### src/rtl/byte_strobe_tx_pkg.sv
// Shared types and frame constants for the byte strobe transmitter and its pixel receiver.
// No logic; pure typedefs and localparams.
package byte_strobe_tx_pkg;

  typedef enum logic [1:0] {
    IDLE = 2'd0,
    LOAD = 2'd1,
    HIGH = 2'd2,
    LOW  = 2'd3
  } tx_state_t;

  localparam int FRAME_ROWS          = 480;
  localparam int FRAME_COLS          = 637;
  localparam int BYTES_PER_PIXEL     = 3;
  localparam int FRAME_BYTES_DEFAULT = FRAME_ROWS * FRAME_COLS * BYTES_PER_PIXEL;

  // 20 bits covers the default frame size (917280 < 2**20).
  localparam int BYTE_CNT_W = 20;

endpackage

### src/rtl/byte_strobe_tx_if.sv
// Byte queue input and strobed pixel-bus output of the transmitter.
// master = byte producer / observer, slave = transmitter.
interface byte_strobe_tx_if;
  import byte_strobe_tx_pkg::*;

  logic [7:0]            WR_DATA;
  logic                  WR_EN;
  logic                  FULL;
  logic                  OVF;
  logic [7:0]            DATA;
  logic                  DATAIN;
  logic                  BUSY;
  logic [BYTE_CNT_W-1:0] BYTE_CNT;
  logic                  FRAME_DONE;

  modport master (
    output WR_DATA, WR_EN,
    input  FULL, OVF, DATA, DATAIN, BUSY, BYTE_CNT, FRAME_DONE
  );

  modport slave (
    input  WR_DATA, WR_EN,
    output FULL, OVF, DATA, DATAIN, BUSY, BYTE_CNT, FRAME_DONE
  );

endinterface

### src/rtl/byte_fifo.sv
// Synchronous FIFO, DEPTH a power of two; head visible on dout with no read latency.
// Backpressure: full/empty are registered; push while full and pop while empty are ignored.
module byte_fifo #(
  parameter int DEPTH = 4,
  parameter int W     = 8
) (
  input  logic         clk,
  input  logic         rstn,
  input  logic         push,
  input  logic         pop,
  input  logic [W-1:0] din,
  output logic [W-1:0] dout,
  output logic         full,
  output logic         empty
);

  localparam int AW = $clog2(DEPTH);
  localparam int CW = AW + 1;
  localparam logic [AW-1:0] PTR_ONE   = AW'(1);
  localparam logic [CW-1:0] CNT_ONE   = CW'(1);
  localparam logic [CW-1:0] DEPTH_CNT = CW'(DEPTH);

  logic [W-1:0]  mem [DEPTH];
  logic [AW-1:0] wr_ptr;
  logic [AW-1:0] rd_ptr;
  logic [CW-1:0] count;
  logic [CW-1:0] count_nxt;
  logic          do_push;
  logic          do_pop;

  assign do_push = push && !full;
  assign do_pop  = pop && !empty;
  assign dout    = mem[rd_ptr];

  always_comb begin
    count_nxt = count;
    case ({do_push, do_pop})
      2'b10:   count_nxt = count + CNT_ONE;
      2'b01:   count_nxt = count - CNT_ONE;
      default: count_nxt = count;
    endcase
  end

  always_ff @(posedge clk) begin
    if (!rstn) begin
      wr_ptr <= '0;
      rd_ptr <= '0;
      count  <= '0;
      full   <= 1'b0;
      empty  <= 1'b1;
    end else begin
      if (do_push) wr_ptr <= wr_ptr + PTR_ONE;
      if (do_pop)  rd_ptr <= rd_ptr + PTR_ONE;
      count <= count_nxt;
      full  <= (count_nxt == DEPTH_CNT);
      empty <= (count_nxt == '0);
    end
  end

  always_ff @(posedge clk) begin
    if (do_push) mem[wr_ptr] <= din;
  end

endmodule

### src/rtl/byte_strobe_tx.sv
// Queues bytes and presents each on DATA with a HOLD-high / HOLD-low DATAIN strobe; push-to-strobe latency 2 cycles.
// Backpressure: FULL is advisory; pushes while FULL are dropped and latch OVF until reset.
module byte_strobe_tx
  import byte_strobe_tx_pkg::*;
#(
  parameter int DEPTH       = 4,
  parameter int HOLD        = 3,
  parameter int FRAME_BYTES = FRAME_BYTES_DEFAULT
) (
  input logic              CLK,
  input logic              RSTN,
  byte_strobe_tx_if.slave  bus
);

  localparam int CNT_W = $clog2(HOLD) + 1;
  localparam logic [CNT_W-1:0]      HOLD_LAST  = CNT_W'(HOLD - 1);
  localparam logic [CNT_W-1:0]      HOLD_ONE   = CNT_W'(1);
  localparam logic [BYTE_CNT_W-1:0] FRAME_LAST = BYTE_CNT_W'(FRAME_BYTES - 1);
  localparam logic [BYTE_CNT_W-1:0] BYTE_ONE   = BYTE_CNT_W'(1);

  tx_state_t             state_q;
  tx_state_t             state_nxt;
  logic [CNT_W-1:0]      hold_cnt;
  logic                  phase_done;
  logic                  byte_done;
  logic                  datain;
  logic                  fifo_pop;
  logic [7:0]            fifo_dout;
  logic                  fifo_full;
  logic                  fifo_empty;
  logic [7:0]            data_q;
  logic                  ovf_q;
  logic [BYTE_CNT_W-1:0] byte_cnt_q;
  logic                  frame_done_q;

  byte_fifo #(
    .DEPTH (DEPTH),
    .W     (8)
  ) u_fifo (
    .clk   (CLK),
    .rstn  (RSTN),
    .push  (bus.WR_EN),
    .pop   (fifo_pop),
    .din   (bus.WR_DATA),
    .dout  (fifo_dout),
    .full  (fifo_full),
    .empty (fifo_empty)
  );

  assign phase_done = (hold_cnt == '0);
  assign byte_done  = (state_q == LOW) && phase_done;

  always_ff @(posedge CLK) begin
    if (!RSTN) state_q <= IDLE;
    else       state_q <= state_nxt;
  end

  always_comb begin
    state_nxt = state_q;
    case (state_q)
      IDLE: if (!fifo_empty) state_nxt = LOAD;
      LOAD: state_nxt = HIGH;
      HIGH: if (phase_done) state_nxt = LOW;
      LOW:  if (phase_done) state_nxt = fifo_empty ? IDLE : LOAD;
      default: state_nxt = IDLE;
    endcase
  end

  // The head is popped on the edge that enters LOAD, so DATA is valid throughout LOAD.
  always_comb begin
    datain   = 1'b0;
    fifo_pop = 1'b0;
    case (state_q)
      IDLE:    fifo_pop = !fifo_empty;
      HIGH:    datain   = 1'b1;
      LOW:     fifo_pop = phase_done && !fifo_empty;
      default: begin
        datain   = 1'b0;
        fifo_pop = 1'b0;
      end
    endcase
  end

  always_ff @(posedge CLK) begin
    if (!RSTN) begin
      hold_cnt     <= '0;
      data_q       <= 8'h00;
      ovf_q        <= 1'b0;
      byte_cnt_q   <= '0;
      frame_done_q <= 1'b0;
    end else begin
      if (state_nxt != state_q) hold_cnt <= HOLD_LAST;
      else if (!phase_done)     hold_cnt <= hold_cnt - HOLD_ONE;

      if (fifo_pop) data_q <= fifo_dout;

      // FULL is the registered pre-pop value, so a push racing a pop while full is still dropped.
      if (bus.WR_EN && fifo_full) ovf_q <= 1'b1;

      frame_done_q <= 1'b0;
      if (byte_done) begin
        if (byte_cnt_q == FRAME_LAST) begin
          byte_cnt_q   <= '0;
          frame_done_q <= 1'b1;
        end else begin
          byte_cnt_q <= byte_cnt_q + BYTE_ONE;
        end
      end
    end
  end

  assign bus.FULL       = fifo_full;
  assign bus.OVF        = ovf_q;
  assign bus.DATA       = data_q;
  assign bus.DATAIN     = datain;
  assign bus.BUSY       = (state_q != IDLE) || !fifo_empty;
  assign bus.BYTE_CNT   = byte_cnt_q;
  assign bus.FRAME_DONE = frame_done_q;

endmodule

### src/flat_wrapper.sv
// flat-port wrapper written by rule: the top's interface ports become plain ports
module byte_strobe_tx_flat import byte_strobe_tx_pkg::*;
#(
  parameter int DEPTH       = 4,
  parameter int HOLD        = 3,
  parameter int FRAME_BYTES = FRAME_BYTES_DEFAULT
)
  (CLK, RSTN, bus_WR_DATA, bus_WR_EN, bus_FULL, bus_OVF, bus_DATA, bus_DATAIN, bus_BUSY, bus_BYTE_CNT, bus_FRAME_DONE);
  byte_strobe_tx_if bus_i ();
  input logic CLK;
  input logic RSTN;
  input wire logic [$bits(bus_i.WR_DATA)-1:0] bus_WR_DATA;
  input wire logic [$bits(bus_i.WR_EN)-1:0] bus_WR_EN;
  output wire logic [$bits(bus_i.FULL)-1:0] bus_FULL;
  output wire logic [$bits(bus_i.OVF)-1:0] bus_OVF;
  output wire logic [$bits(bus_i.DATA)-1:0] bus_DATA;
  output wire logic [$bits(bus_i.DATAIN)-1:0] bus_DATAIN;
  output wire logic [$bits(bus_i.BUSY)-1:0] bus_BUSY;
  output wire logic [$bits(bus_i.BYTE_CNT)-1:0] bus_BYTE_CNT;
  output wire logic [$bits(bus_i.FRAME_DONE)-1:0] bus_FRAME_DONE;
  assign bus_i.WR_DATA = bus_WR_DATA;
  assign bus_i.WR_EN = bus_WR_EN;
  assign bus_FULL = bus_i.FULL;
  assign bus_OVF = bus_i.OVF;
  assign bus_DATA = bus_i.DATA;
  assign bus_DATAIN = bus_i.DATAIN;
  assign bus_BUSY = bus_i.BUSY;
  assign bus_BYTE_CNT = bus_i.BYTE_CNT;
  assign bus_FRAME_DONE = bus_i.FRAME_DONE;
  byte_strobe_tx #(.DEPTH(DEPTH), .HOLD(HOLD), .FRAME_BYTES(FRAME_BYTES)) u_core (.CLK(CLK), .RSTN(RSTN), .bus(bus_i));
endmodule
### config.mk
export PLATFORM = sky130hd
export DESIGN_NAME = byte_strobe_tx_flat
export DESIGN_NICKNAME = d
export VERILOG_FILES = /design/src/rtl/byte_strobe_tx_pkg.sv /design/src/rtl/byte_strobe_tx_if.sv /design/src/rtl/byte_fifo.sv /design/src/rtl/byte_strobe_tx.sv /design/src/flat_wrapper.sv
export SDC_FILE = /design/constraint.sdc
export NUM_CORES = 1
export LEC_CHECK = 0
export CAP_MARGIN = 25
export CORE_MARGIN = 3
export CORE_UTILIZATION = 32
export DETAILED_ROUTE_END_ITERATION = 10
export GPL_ROUTABILITY_DRIVEN = 0
export REMOVE_ABC_BUFFERS = 1
export SLEW_MARGIN = 20
export SYNTH_ARGS = -nofsm -noshare
export SYNTH_HDL_FRONTEND = slang
export SYNTH_SLANG_ARGS = --single-unit
### constraint.sdc
create_clock -name CLK -period 4.98 [get_ports CLK]
set_input_delay 1.245 -clock CLK [delete_from_list [all_inputs] [get_ports CLK]]
set_output_delay 1.245 -clock CLK [all_outputs]
set_load 0.01 [all_outputs]
==> impl_metrics.csv <==
group,metric,value,unit
status,status,"finished clean",
placed_design,dp_hpwl,4480,um
floorplanning,die_w,107,um
finish,fill_cells,909,
detailed_routing,drt-pass1-iter-count,4,
clock_tree,cts-resized-gates,0,
synth,synth_seq_cells,76,
worst_setup_path,crit_path_start_kind,"flip-flop",
placed_design,postPlaceCellArea,3840,um^2
pwr,power_density,434,nW/um^2
clock_tree,clk_pin_slew,0.07,ns
clock_tree,cts_sinks,76,
finish,layout-drive-gt1-share,0.0850,
worst_setup_path,slowest_stage,"dfxtp_1",
clock_tree,clockRootBuffer,"clkbuf_8",
worst_setup_path,worstPathRequired,5.25,ns
pwr,p_switching,0.563,mW
sta,skew,0.0118,ns
synth,synth_flop_cell,"dfxtp_1",
floorplanning,die_area,11500,um^2
finish,multi_input_area,1350,um^2
synth,synthXorXnorAreaFrac,0.0428,
clock_tree,clockBufferDepth,2,
hold_path,hp-class,"flip-flop to flip-flop",
synth,syn_area,3270,um^2
detailed_routing,drtAntennaViolNets,0,
sta,slew-limit-headroom,0.433,
sta,hold_violations,0,
synth,synth_warnings,0,
flow_run,cap_viol_max_count,0,
synth,synth_mux_area_frac,0.0550,
worst_setup_path,crit_start,"u_core.state_q[1]",
synth,synthAdderAreaFrac,0.0481,
pwr,ir_worst_vdd,0.000181,V
detailed_routing,vias,2288,
synth,synth_compound_area_frac,0.0875,
global_routing,gr-usage-all-layers,0.120,
detailed_routing,remaining_drc_errors,0,
clock_tree,numCtsBuffers,9,
finish,seqCellArea,1840,um^2
pwr,clkPwrFrac,0.269,
detailed_routing,wire_per_inst,13.7,um
sta,worst_pin_slew,0.829,ns
finish,design_area,4040,um^2
pwr,p_int,1.19,mW
clock_tree,cts_setup_buffers,0,
finish,syn2layout_area_growth,23.5,%
worst_setup_path,worstPathArrival,3.49,ns
worst_setup_path,cp_max_fo,10,
clock_tree,insertion_delay,0.34,ns
sta,fmax,311,MHz
detailed_routing,routed_wl,6510,um
sta,fin_crit,3.22,ns
worst_setup_path,crit_type,"flip-flop to flip-flop",
sta,drv_slew,0,
synth,synth-seq-area-share,0.562,
floorplanning,die_h,107,um
floorplanning,start_util,0.332,
worst_setup_path,r2r_start,"u_core.state_q[1]",
worst_setup_path,crit_path_cell_trace,"ha_1 -> nor4b_2 -> o21ai_1 -> inv_2 -> ha_1 -> inv_1 -> fa_1 -> xor2_1 -> or3_1 -> a21oi_1 -> nor2b_1",
global_routing,grt_pass1_vias,2125,
synth,netlist_instances,290,
hold_path,hold_path_startpoint,"u_core.bus.DATA[1]",
pwr,power_frac_seq,0.460,
synth,synth-edff-count,32,
pwr,p_comb_frac,0.271,
pwr,swShare,0.321,
detailed_routing,drt_iter0_drc,93,
floorplanning,rows,36,
clock_tree,ctsHoldBuffers,0,
sta,setup_violations,0,
finish,fin_nets,359,
clock_tree,htreeDepth,3,
synth,avgSynthCellArea,11.3,um^2
synth,synth_simple_gate_area_frac,0.176,
pwr,finalPower,1.76,mW
floorplanning,core_region_area,9860,um^2
floorplanning,boundaryPins,44,
synth,async_flop_share,0,
synth,synth_top_family_by_area,"simple AND/OR/NAND/NOR gates",
global_routing,antenna_found_initial,0,
detailed_routing,viasPerCell,4.83,
pwr,leakage,1.34,nW
global_routing,gr-total-overflow,0,
global_routing,grt_max_degree,22,
sta,rsz0062_at_grt,"false",
global_routing,grt_pass1_wl,10800,um
finish,antenna_cells,0,
placed_design,place_ws,1.41,ns
sta,fin_ws,1.76,ns
sta,min_period_over_period,0.646,
worst_setup_path,critPathMostFrequentCell,"ha_1",
worst_setup_path,max_stage_delay,0.45,ns
worst_setup_path,critPathCaptureType,"flip-flop",
sta,setup_tns,0,ns
synth,synthDistinctLibCells,43,
clock_tree,cts_tree,"built",
placed_design,port_buffers,43,
[layout make-up]
type | instances | share of cell area
Multi-Input combinational cell | 192 | 0.333
Sequential cell | 76 | 0.455
Timing Repair Buffer | 44 | 0.108
Clock inverter | 6 | 0.0183
Clock buffer | 10 | 0.0316
Tap cell | 133 | 0.0412
Inverter | 13 | 0.0121
[metal layers]
metal,GRT usage,vias up,share of wire
met4,0.0466,0,0.013
met1,0.155,1092,0.46
met2,0.193,36,0.49
met3,0.0325,7,0.041
met5,0,-,0
li1,-,1153,-
[stage by stage]
stage | hold slack [ns] | util | std cells
global placement | 0.460 | 0.390 | 458
global route | 0.501 | 0.410 | 474
detailed placement | 0.464 | 0.390 | 458
CTS | 0.484 | 0.410 | 474
floorplan | 0.472 | - | 281
finish | 0.472 | 0.410 | 474
[power by group through the flow]
stage          clock [mW]  sequential, mW  combinational, mW
2_1_floorplan           0           0.812              0.310
3_3_place_gp            0           0.822              0.464
3_5_place_dp            0           0.824              0.478
4_1_cts             0.488           0.810              0.480
5_1_grt             0.512           0.822              0.535
6_report            0.473           0.807              0.476
[cells by family (layout without fill, tap and decap cells)]
kind of cell / count (synthesis) / in the layout
AND/OR/NAND/NOR: 109 / 109
XOR/XNOR: 16 / 16
flip-flops: 76 / 76
multiplexers: 8 / 8
adder cells (fa/ha/maj): 12 / 12
buffers and inverters: 22 / 73
AO/OA/AOI/OAI: 47 / 47
[sequential cells by signal (all words and copies together), names as in the netlist]
register and cells:
u_core.bus.BYTE_CNT 20, u_core.bus.DATA 8, u_core.bus.FRAME_DONE 1, u_core.bus.OVF 1, u_core.hold_cnt 3, u_core.state_q 2
u_core.u_fifo.count 3, u_core.u_fifo.empty 1, u_core.u_fifo.full 1, u_core.u_fifo.mem 32, u_core.u_fifo.rd_ptr 2, u_core.u_fifo.wr_ptr 2
[placed cells by master (no fill, tap or decap), types with 9 or more instances in the layout]
master	instances
dfxtp_1	44
clkdlybuf4s50_1	43
edfxtp_1	32
nand2_1	30
nor2_1	24
a21oi_1	24
inv_1	12
o21ai_0	11
ha_1	11
or3_1	10
xnor2_1	9
nand4_1	9
clkbuf_8	9
[cells in the mapped netlist (5+ instances only)]
cell type | n | area, um^2
nor3_1 | 5 | 25.0
nand2_1 | 30 | 113
edfxtp_1 | 32 | 961
inv_1 | 12 | 45.0
xnor2_1 | 9 | 78.8
o21ai_0 | 11 | 55.1
mux4_2 | 8 | 180
clkbuf_1 | 5 | 18.8
nand4_1 | 9 | 56.3
nand3_1 | 6 | 30.0
ha_1 | 11 | 138
nor4_1 | 5 | 31.3
or3_1 | 10 | 62.6
a21oi_1 | 24 | 120
dfxtp_1 | 44 | 881
xor2_1 | 7 | 61.3
nor2_1 | 24 | 90.1
[final timing paths]
kind	endpoint	cells past startpoint	slack (ns)
max	u_core.u_fifo.full	11	1.76
max reg2reg	u_core.u_fifo.full	11	1.76
min reg2reg	u_core.bus.DATA[1]	2	0.47
min	u_core.bus.DATA[1]	2	0.47
[worst max-delay path: cells and delay by family, from the launching register on]
family | cells | cell delay (ns)
AND/OR/NAND/NOR | 3 | 0.74
adder cells (fa/ha/maj) | 3 | 0.94
buffers and inverters | 2 | 0.36
flip-flops | 1 | 0.45
XOR/XNOR | 1 | 0.15
AO/OA/AOI/OAI | 2 | 0.51
(Power assumes the default switching activity.)
